===== src/rtl/axi_ram_port_bridge.sv =====
// AXI4 slave bridging full-width INCR bursts onto a single-cycle RAM read/write port.
// Latency: W beat -> wen next cycle; ren -> rdata next cycle -> rvalid the cycle after that.
// Backpressure: ren is throttled so FIFO + in-flight reads never exceed RBUF_DEPTH; bvalid held until bready.

// Small synchronous FIFO holding read returns; push is never issued when full.
module axi_ram_port_bridge_fifo #(
    parameter int WIDTH = 8,
    parameter int DEPTH = 4
) (
    input  logic                   clk_i,
    input  logic                   rst_i,
    input  logic                   in_vld_i,
    input  logic [WIDTH-1:0]       in_dat_i,
    output logic                   out_vld_o,
    input  logic                   out_rdy_i,
    output logic [WIDTH-1:0]       out_dat_o,
    output logic [$clog2(DEPTH):0] count_o
);
    localparam int PW = $clog2(DEPTH);

    logic [WIDTH-1:0] mem_q [DEPTH];
    logic [PW-1:0]    wr_ptr_q;
    logic [PW-1:0]    rd_ptr_q;
    logic [PW:0]      count_q;
    logic             pop;

    assign out_vld_o = (count_q != '0);
    assign pop       = out_vld_o & out_rdy_i;
    assign out_dat_o = mem_q[rd_ptr_q];
    assign count_o   = count_q;

    // Pointer and occupancy bookkeeping
    always_ff @(posedge clk_i) begin
        if (rst_i) begin
            wr_ptr_q <= '0;
            rd_ptr_q <= '0;
            count_q  <= '0;
        end else begin
            if (in_vld_i) wr_ptr_q <= wr_ptr_q + PW'(1);
            if (pop)      rd_ptr_q <= rd_ptr_q + PW'(1);
            case ({in_vld_i, pop})
                2'b10:   count_q <= count_q + (PW+1)'(1);
                2'b01:   count_q <= count_q - (PW+1)'(1);
                default: count_q <= count_q;
            endcase
        end
    end

    // Storage array; contents are don't-care until pushed
    always_ff @(posedge clk_i) begin
        if (in_vld_i) mem_q[wr_ptr_q] <= in_dat_i;
    end
endmodule

module axi_ram_port_bridge #(
    parameter  int AXI_WIDTH      = 128,
    parameter  int AXI_ADDR_WIDTH = 32,
    parameter  int AXI_ID_WIDTH   = 6,
    parameter  int RBUF_DEPTH     = 4,
    localparam int LSB            = $clog2(AXI_WIDTH) - 3
) (
    input  logic                          clk_i,
    input  logic                          rst_i,
    // write address
    input  logic [AXI_ID_WIDTH-1:0]       s_axi_awid_i,
    input  logic [AXI_ADDR_WIDTH-1:0]     s_axi_awaddr_i,
    input  logic [7:0]                    s_axi_awlen_i,
    input  logic                          s_axi_awvalid_i,
    output logic                          s_axi_awready_o,
    // write data
    input  logic [AXI_WIDTH-1:0]          s_axi_wdata_i,
    input  logic [AXI_WIDTH/8-1:0]        s_axi_wstrb_i,
    input  logic                          s_axi_wlast_i,
    input  logic                          s_axi_wvalid_i,
    output logic                          s_axi_wready_o,
    // write response
    output logic [AXI_ID_WIDTH-1:0]       s_axi_bid_o,
    output logic [1:0]                    s_axi_bresp_o,
    output logic                          s_axi_bvalid_o,
    input  logic                          s_axi_bready_i,
    // read address
    input  logic [AXI_ID_WIDTH-1:0]       s_axi_arid_i,
    input  logic [AXI_ADDR_WIDTH-1:0]     s_axi_araddr_i,
    input  logic [7:0]                    s_axi_arlen_i,
    input  logic                          s_axi_arvalid_i,
    output logic                          s_axi_arready_o,
    // read data
    output logic [AXI_ID_WIDTH-1:0]       s_axi_rid_o,
    output logic [AXI_WIDTH-1:0]          s_axi_rdata_o,
    output logic [1:0]                    s_axi_rresp_o,
    output logic                          s_axi_rlast_o,
    output logic                          s_axi_rvalid_o,
    input  logic                          s_axi_rready_i,
    // RAM port
    output logic                          ren_o,
    output logic [AXI_ADDR_WIDTH-LSB-1:0] raddr_o,
    input  logic [AXI_WIDTH-1:0]          rdata_i,
    output logic                          wen_o,
    output logic [AXI_ADDR_WIDTH-LSB-1:0] waddr_o,
    output logic [AXI_WIDTH-1:0]          wdata_o,
    output logic [AXI_WIDTH/8-1:0]        wstrb_o
);
    localparam int RAW = AXI_ADDR_WIDTH - LSB;
    localparam int SW  = AXI_WIDTH / 8;
    localparam int CW  = $clog2(RBUF_DEPTH) + 1;
    localparam int OW  = CW + 1;

    typedef enum logic [1:0] {W_IDLE = 2'd0, W_DATA = 2'd1, W_RESP = 2'd2} wr_state_e;
    typedef enum logic [1:0] {R_IDLE = 2'd0, R_ISSUE = 2'd1, R_DRAIN = 2'd2} rd_state_e;

    // ------------------------------------------------------------------ write side
    wr_state_e             wr_state_q, wr_state_d;
    logic [AXI_ID_WIDTH-1:0] wr_id_q;
    logic [7:0]            wr_len_q;
    logic [7:0]            wr_cnt_q;
    logic [RAW-1:0]        wr_ptr_q;
    logic                  wen_q;
    logic [RAW-1:0]        waddr_q;
    logic [AXI_WIDTH-1:0]  wdata_q;
    logic [SW-1:0]         wstrb_q;
    logic                  aw_hs;
    logic                  w_hs;

    assign aw_hs = s_axi_awvalid_i & s_axi_awready_o;
    assign w_hs  = s_axi_wvalid_i & s_axi_wready_o;

    // Write FSM state register
    always_ff @(posedge clk_i) begin
        if (rst_i) wr_state_q <= W_IDLE;
        else       wr_state_q <= wr_state_d;
    end

    // Write FSM next state: the beat counter alone ends the burst
    always_comb begin
        wr_state_d = wr_state_q;
        case (wr_state_q)
            W_IDLE:  if (aw_hs) wr_state_d = W_DATA;
            W_DATA:  if (w_hs && (wr_cnt_q == wr_len_q)) wr_state_d = W_RESP;
            W_RESP:  if (s_axi_bready_i) wr_state_d = W_IDLE;
            default: wr_state_d = W_IDLE;
        endcase
    end

    // Write FSM outputs, all forced low while reset is asserted
    always_comb begin
        s_axi_awready_o = 1'b0;
        s_axi_wready_o  = 1'b0;
        s_axi_bvalid_o  = 1'b0;
        if (!rst_i) begin
            case (wr_state_q)
                W_IDLE:  s_axi_awready_o = 1'b1;
                W_DATA:  s_axi_wready_o  = 1'b1;
                W_RESP:  s_axi_bvalid_o  = 1'b1;
                default: ;
            endcase
        end
    end

    // Burst capture and one-cycle registered RAM write per accepted beat
    always_ff @(posedge clk_i) begin
        if (rst_i) begin
            wr_id_q  <= '0;
            wr_len_q <= '0;
            wr_cnt_q <= '0;
            wr_ptr_q <= '0;
            wen_q    <= 1'b0;
            waddr_q  <= '0;
            wdata_q  <= '0;
            wstrb_q  <= '0;
        end else begin
            wen_q <= w_hs;
            if (aw_hs) begin
                wr_id_q  <= s_axi_awid_i;
                wr_len_q <= s_axi_awlen_i;
                wr_cnt_q <= '0;
                wr_ptr_q <= s_axi_awaddr_i[AXI_ADDR_WIDTH-1:LSB];
            end
            if (w_hs) begin
                waddr_q  <= wr_ptr_q;
                wdata_q  <= s_axi_wdata_i;
                wstrb_q  <= s_axi_wstrb_i;
                wr_ptr_q <= wr_ptr_q + RAW'(1);
                wr_cnt_q <= wr_cnt_q + 8'd1;
            end
        end
    end

    assign wen_o         = wen_q & ~rst_i;
    assign waddr_o       = waddr_q;
    assign wdata_o       = wdata_q;
    assign wstrb_o       = wstrb_q;
    assign s_axi_bid_o   = wr_id_q;
    assign s_axi_bresp_o = 2'b00;

    // ------------------------------------------------------------------ read side
    rd_state_e             rd_state_q, rd_state_d;
    logic [AXI_ID_WIDTH-1:0] rd_id_q;
    logic [7:0]            rd_len_q;
    logic [7:0]            rd_cnt_q;
    logic [RAW-1:0]        rd_ptr_q;
    logic                  rd_inflight_q;
    logic                  rd_last_pend_q;
    logic                  ar_hs;
    logic                  r_hs;
    logic                  rd_room;
    logic                  fifo_vld;
    logic [AXI_WIDTH:0]    fifo_head;
    logic [CW-1:0]         fifo_cnt;

    assign ar_hs   = s_axi_arvalid_i & s_axi_arready_o;
    assign r_hs    = s_axi_rvalid_o & s_axi_rready_i;
    // A read may only be issued if its return is guaranteed a FIFO slot
    assign rd_room = ({1'b0, fifo_cnt} + OW'(rd_inflight_q)) < OW'(RBUF_DEPTH);

    // Read FSM state register
    always_ff @(posedge clk_i) begin
        if (rst_i) rd_state_q <= R_IDLE;
        else       rd_state_q <= rd_state_d;
    end

    // Read FSM next state: issue len+1 reads, then wait for the last beat to leave
    always_comb begin
        rd_state_d = rd_state_q;
        case (rd_state_q)
            R_IDLE:  if (ar_hs) rd_state_d = R_ISSUE;
            R_ISSUE: if (ren_o && (rd_cnt_q == rd_len_q)) rd_state_d = R_DRAIN;
            R_DRAIN: if (r_hs && s_axi_rlast_o) rd_state_d = R_IDLE;
            default: rd_state_d = R_IDLE;
        endcase
    end

    // Read FSM outputs, all forced low while reset is asserted
    always_comb begin
        s_axi_arready_o = 1'b0;
        ren_o           = 1'b0;
        if (!rst_i) begin
            case (rd_state_q)
                R_IDLE:  s_axi_arready_o = 1'b1;
                R_ISSUE: ren_o           = rd_room;
                default: ;
            endcase
        end
    end

    // Burst capture, read address walk and in-flight tracking
    always_ff @(posedge clk_i) begin
        if (rst_i) begin
            rd_id_q        <= '0;
            rd_len_q       <= '0;
            rd_cnt_q       <= '0;
            rd_ptr_q       <= '0;
            rd_inflight_q  <= 1'b0;
            rd_last_pend_q <= 1'b0;
        end else begin
            rd_inflight_q <= ren_o;
            if (ar_hs) begin
                rd_id_q  <= s_axi_arid_i;
                rd_len_q <= s_axi_arlen_i;
                rd_cnt_q <= '0;
                rd_ptr_q <= s_axi_araddr_i[AXI_ADDR_WIDTH-1:LSB];
            end
            if (ren_o) begin
                rd_ptr_q       <= rd_ptr_q + RAW'(1);
                rd_cnt_q       <= rd_cnt_q + 8'd1;
                rd_last_pend_q <= (rd_cnt_q == rd_len_q);
            end
        end
    end

    assign raddr_o = rd_ptr_q;

    axi_ram_port_bridge_fifo #(
        .WIDTH (AXI_WIDTH + 1),
        .DEPTH (RBUF_DEPTH)
    ) u_rbuf (
        .clk_i     (clk_i),
        .rst_i     (rst_i),
        .in_vld_i  (rd_inflight_q),
        .in_dat_i  ({rd_last_pend_q, rdata_i}),
        .out_vld_o (fifo_vld),
        .out_rdy_i (s_axi_rready_i & ~rst_i),
        .out_dat_o (fifo_head),
        .count_o   (fifo_cnt)
    );

    assign s_axi_rvalid_o = fifo_vld & ~rst_i;
    assign s_axi_rlast_o  = s_axi_rvalid_o & fifo_head[AXI_WIDTH];
    assign s_axi_rdata_o  = s_axi_rvalid_o ? fifo_head[AXI_WIDTH-1:0] : '0;
    assign s_axi_rid_o    = rd_id_q;
    assign s_axi_rresp_o  = 2'b00;

    // wlast and sub-word address bits carry no information for full-width INCR bursts
    logic unused_ok;
    assign unused_ok = &{1'b0, s_axi_wlast_i,
                         s_axi_awaddr_i[LSB-1:0], s_axi_araddr_i[LSB-1:0]};
endmodule


===== config.mk =====
export PLATFORM = sky130hd
export DESIGN_NAME = axi_ram_port_bridge
export DESIGN_NICKNAME = d
export VERILOG_FILES = /design/src/rtl/axi_ram_port_bridge.sv
export SDC_FILE = /design/constraint.sdc
export NUM_CORES = 1
export LEC_CHECK = 0
export CORE_AREA = 2 2 285 287
export CTS_CLUSTER_SIZE = 14
export DETAILED_ROUTE_END_ITERATION = 8
export DIE_AREA = 0 0 287 289
export HOLD_SLACK_MARGIN = 0.12
export PLACE_DENSITY_LB_ADDON = 0.12
export REMOVE_ABC_BUFFERS = 1
export SLEW_MARGIN = 20
export SYNTH_ARGS = -nofsm -noshare
export SYNTH_HDL_FRONTEND = slang
export SYNTH_SLANG_ARGS = --single-unit
export TNS_END_PERCENT = 10

===== constraint.sdc =====
create_clock -name clk_i -period 4.52 [get_ports clk_i]
set_clock_uncertainty 0.05 [all_clocks]
set_input_delay 0.678 -clock clk_i [delete_from_list [all_inputs] [get_ports clk_i]]
set_output_delay 0.678 -clock clk_i [all_outputs]
set_load 0.03 [all_outputs]

Word level (Yosys, flattened, before mapping):

Memories as Yosys holds them, arrays and structs flattened. A register that Yosys moved wholly into a read port is not among the register bits.
Cells that the tools add are included.

* bits in registers: 286
* memory bits (writable): 516
* output and inout port bits: 352
* word-level logic and storage cells: 97
* memories: 1

* add/subtract/negate cells: 9
* magnitude comparators: 1
* equality and inequality tests: 14
* multiplexer cells: 32
* bitwise gates (word level): 10
* reduce and logical (&&, ||, !) cells: 11

Memories
* u_rbuf.mem_q: words 4, bits a word 129, rd ports 1, clocked after Yosys merged registers in 1, write ports 1, line 21 `logic [WIDTH-1:0] mem_q [DEPTH];`

Operators with widths (number)
* 128-bit 2-to-1 mux: 1
* 28-bit 2-to-1 mux: 4
* 28-bit by 1-bit adder with 28-bit output, second input constant: 2
* 8-bit 2-to-1 mux: 4
* 8-bit by 1-bit adder with 8-bit output, second input constant: 2
* 8-bit == test: 2
* 2-bit 2-to-1 mux: 8
* 1-bit 2-to-1 mux: 12
* 2-bit != test, second input constant: 6
* 2-bit case mux with 3 select lines: 2
* 1-bit bitwise AND: 9
* 2-bit by 1-bit == test with 1-bit output, second input constant: 3
* 2-bit == test, second input constant: 3
* 3-bit case mux with 2 select lines: 1
* 3-bit AND reduction: 2
* 2-bit nonzero test: 3
* 2-bit by 1-bit adder with 2-bit output, second input constant: 2
* 3-bit by 1-bit adder with 4-bit output: 1
* 2-bit logical NOT: 2
* 4-bit by 3-bit less-than comparator with 1-bit output, second input constant: 1
* 3-bit by 1-bit adder with 3-bit output, second input constant: 1
* 1-bit logical AND: 3
* 3-bit nonzero test: 1
* 3-bit by 1-bit subtractor with 3-bit output, second input constant: 1
* 1-bit inverter: 1

Logic depth before layout (Yosys ltp):

* depth after elaboration: 7
* gate-level depth with buffers: 8
* gate-level depth less buffers: 8

By module:

Synthesis repeated with hierarchy kept, for this count alone.

* cells, all modules: 2312
* area, all modules: 31328.8 um^2

By module, submodules not included
* axi_ram_port_bridge_fifo: times used 1, cells each 720, area an instance 19064.5 um^2, sequential area each 15675.0 um^2
* axi_ram_port_bridge: times used 1, cells each 1592, area an instance 12264.3 um^2, sequential area each 5585.4 um^2

Least setup slack after synthesis:

OpenSTA, ideal clock, no wires.

* path type: register -> register
* start: register rd_inflight_q
* end: memory u_rbuf.mem_q[0][0] (netlist name), enable pin
* library setup time: 0.503 ns
* arrival: 3.539 ns
* required time: 3.967 ns
* path slack: 0.428 ns
* cell stages (with the launch flop): 3
* clock period less this slack: 4.092 ns
* path through: dfxtp_1 > clkbuf_1 > and2_1

* cells in the longest elaborated chain, start to end: 2

Ends and longest elaborated chain
* start: declaration: line 201 `logic rd_inflight_q;`
* start signal: assignment: line 255 `rd_inflight_q <= ren_o;`
* 1-bit 2-to-1 mux: line 51 `if (in_vld_i) mem_q[wr_ptr_q] <= in_dat_i;`
* 1-bit 2-to-1 mux (not written as such): line 51
* end: declaration: line 21

No other way between the ends.

==> results by group <==
Status
  • Status: completed

Timing
  • Post-route minimum period: 4.13 ns
  • Slew at the pin closest to its max-slew limit: 1.00 ns
  • Setup TNS: 0 ns
  • Fmax: 242 MHz
  • WHS: 0.407 ns
  • Tcrit/Tclk final: 91.3%
  • RSZ-0062 raised after global routing: no
  • Setup Viol. Count Final: 0
  • Slew Limit Fails: 0
  • Final hold violations: 0
  • Rel. slew slack: 33.2%

Worst setup path
  • Worst r2r src: wr_state_q[0]
  • Worst Path Max Fanout: 45
  • Critical Path AT: 3.40 ns
  • Cell family contributing the most delay on the critical path: buffers and inverters
  • CP max stage cell: dfxtp_4
  • FF-to-FF path depth: 5
  • Crit path cell chain: buf_4 -> mux4_2 -> and2_1 -> clkdlybuf4s50_1
  • Flop2flop setup slack: 1.74 ns
  • Startpoint Class: flip-flop
  • Critical path type: reg -> out
  • Crit path capture type: output port
  • CP bufs+invs: 2
  • Crit path required time: 3.79 ns
  • Worst R2R End: wr_ptr_q[13]
  • Max incr delay on CP: 0.96 ns

Detailed routing
  • Initial DRC Count: 1593
  • Antenna Nets Post-Route: 0
  • Met2 wire length: 45600 um
  • Drc violations: 0
  • Vias per cell: 5.20
  • Vias: 21400
  • Routed len/inst: 22.5 um
  • Detailed-routing wirelength on met1: 37400 um
  • Top Metal Used: met5
  • Met3 routed WL: 6690 um
  • Total wire length after detailed routing: 92900 um
  • Initial DRT Pass Iterations: 6

Synthesis
  • Yosys cell types: 71
  • Top_reg_cell synth: edfxtp_1
  • Fraction of post-synthesis cell area in the top cell type by area: 49.5%
  • Fraction of registers with async set/reset: 0%
  • Post-synth top cells: edfxtp_1 (516), nand2_1 (457), dfxtp_1 (288)
  • FF+latch count, synth: 804
  • Synth Instances: 2309
  • Post-synthesis sequential area ratio: 67.9%
  • Syn Area/Cell: 13.6 um^2
  • Most common cell in the netlist: edfxtp_1
  • Post-synth top area cell: edfxtp_1
  • Synthesis warning total: 0
  • Number of flops mapped to enable cells by yosys: 516
  • Synth area leaders: edfxtp_1 (50%), dfxtp_1 (18%), mux4_2 (9.2%)
  • Mapped Area: 31300 um^2

Cells and area
  • Layout cells sized above 1: 10.7%
  • Final instance area: 42400 um^2
  • Fillers: 6827
  • Nets: 3372
  • Fin cells: 4125
  • P&R area growth vs syn: 35.4%

Global routing
  • Largest net degree at the start of global routing: 124
  • Initial antenna violation count: 14
  • All-layer global routing usage: 21.8%
  • Congestion Overflow GR: 0
  • Number of global-route vias before repair: 21300
  • Global-route wire length before repair: 136000 um

Floorplanning
  • FP Rows: 104
  • Die Area: 82900 um^2
  • Die H: 289 um
  • # IOs: 724
  • Initial Util: 39.2%
  • Die width: 287 um
  • Core Box Area: 79900 um^2

Place
  • # placed instances: 3962
  • GP Congestion: 0.904
  • Port Buffers: 710
  • Area after DPL: 39600 um^2
  • DP HPWL: 63600 um

Hold path
  • Hold endpoint: wdata_o[110]
  • Hold Crit Start: wdata_o[110]
  • Hold Path Stages: 2
  • Min-Delay Path Class: reg -> reg

CTS
  • Clock sinks: 804
  • Clk buf depth: 3
  • CTS Buf Count: 86
  • H-tree lvl count: 3
  • CTS tree: yes
  • Root buffer cell: clkbuf_16
  • Post-CTS Setup Bufs: 0
  • Clock latency on the worst-skew pair: 0.63 ns
  • Hold-fix buffers, CTS: 0
  • Post-CTS sizing: 0
  • Clk pin slew, worst setup/hold paths: 0.06 ns

Pwr
  • Cell leakage power: 13.7 nW
  • VDD IR-drop max: 318 uV
  • Power per cell area: 414 nW/um^2

Flow run
  • MaxCap Viol Count: 0
-- power breakdown --
part | internal, W | switching (W) | total, W
Combinational | 0.00104 | 0.00123 | 0.00227
Sequential | 0.00811 | 0.000198 | 0.00831
Clock | 0.00404 | 0.00291 | 0.00695
Total | 0.0132 | 0.00434 | 0.0175
-- worst reg2reg max path, stage by stage (launching register included) --
cell and delay, ns:
dfxtp_1 0.53, nand4bb_2 0.25, inv_8 0.43, nand4_1 0.64
or4_2 0.74, nand3_1 0.10
-- worst max path at each step --
stage               startpoint           endpoint  cells past startpoint
floorplan                rst_i       wr_ptr_q[13]                      5
global placement     flip-flop  s_axi_rdata_o[61]                      4
detailed placement       rst_i  s_axi_rdata_o[77]                      6
CTS                  flip-flop  s_axi_rdata_o[61]                      4
global route         flip-flop  s_axi_rdata_o[61]                      4
finish               flip-flop  s_axi_rdata_o[85]                      4
-- flip-flops by register name, indices dropped and copies added, names as in the netlist, 2 cells and up, named ones only --
name and cells:
u_rbuf.rd_ptr_q 2, wr_state_q 2, s_axi_rid_o 6, wdata_o 128, wstrb_o 16, u_rbuf.wr_ptr_q 2, rd_state_q 2, wr_cnt_q 8
rd_cnt_q 8, rd_len_q 8, u_rbuf.count_o 3, u_rbuf.mem_q 516, wr_len_q 8, raddr_o 28, wr_ptr_q 28, waddr_o 28
s_axi_bid_o 6
-- through the flow --
step                      util [%]  total power, W  worst slack (ns)
after global placement        49.5          0.0107             0.868
after detailed placement      49.5          0.0108             0.873
after floorplan                  -         0.00960             -3.83
final                         53.0          0.0175             0.392
after CTS                     53.0          0.0178             0.186
after global routing          53.0          0.0182             0.114
-- area by class of cell --
| class | instances | area [um^2] | area share, % |
|---|---|---|---|
| Inverter | 16 | 73.8 | 0.174 |
| Multi-Input combinational cell | 1336 | 9340 | 22.0 |
| Tap cell | 1060 | 1330 | 3.13 |
| Sequential cell | 804 | 21300 | 50.2 |
| Antenna cell | 7 | 17.5 | 0.0414 |
| Clock inverter | 42 | 459 | 1.08 |
| Timing Repair Buffer | 746 | 7550 | 17.8 |
| Clock buffer | 114 | 2330 | 5.49 |
-- cell families after synthesis --
family | after synthesis | share of synthesized area [%]
AO/OA/AOI/OAI | 352 | 6.60
AND/OR/NAND/NOR | 809 | 12.5
buffers and inverters | 172 | 2.34
XOR/XNOR | 22 | 0.616
adder cells (fa/ha/maj) | 10 | 0.424
other | 1 | 0.0120
flip-flops | 804 | 67.9
multiplexers | 139 | 9.59
-- cell usage in the layout, fill, tap and decap left out, types with 21 or more instances in the layout --
| cell | instances |
|---|---|
| nor3_1 | 21 |
| mux4_2 | 128 |
| nand2_1 | 457 |
| clkbuf_16 | 86 |
| clkbuf_1 | 21 |
| a21oi_1 | 62 |
| nand3_1 | 49 |
| buf_4 | 23 |
| o211ai_1 | 26 |
| dfxtp_1 | 286 |
| clkdlybuf4s50_1 | 709 |
| edfxtp_1 | 516 |
| o21ai_0 | 183 |
| nand4_1 | 26 |
| and2_1 | 132 |
| nor2_1 | 29 |
-- per-layer routing --
layer / global-route usage [%] / up-vias
met3: 5.95 / 170
li1: - / 9941
met1: 27.0 / 10600
met2: 36.7 / 718
met4: 7.96 / 14
met5: 0 / -
(Power assumes the default switching activity.)
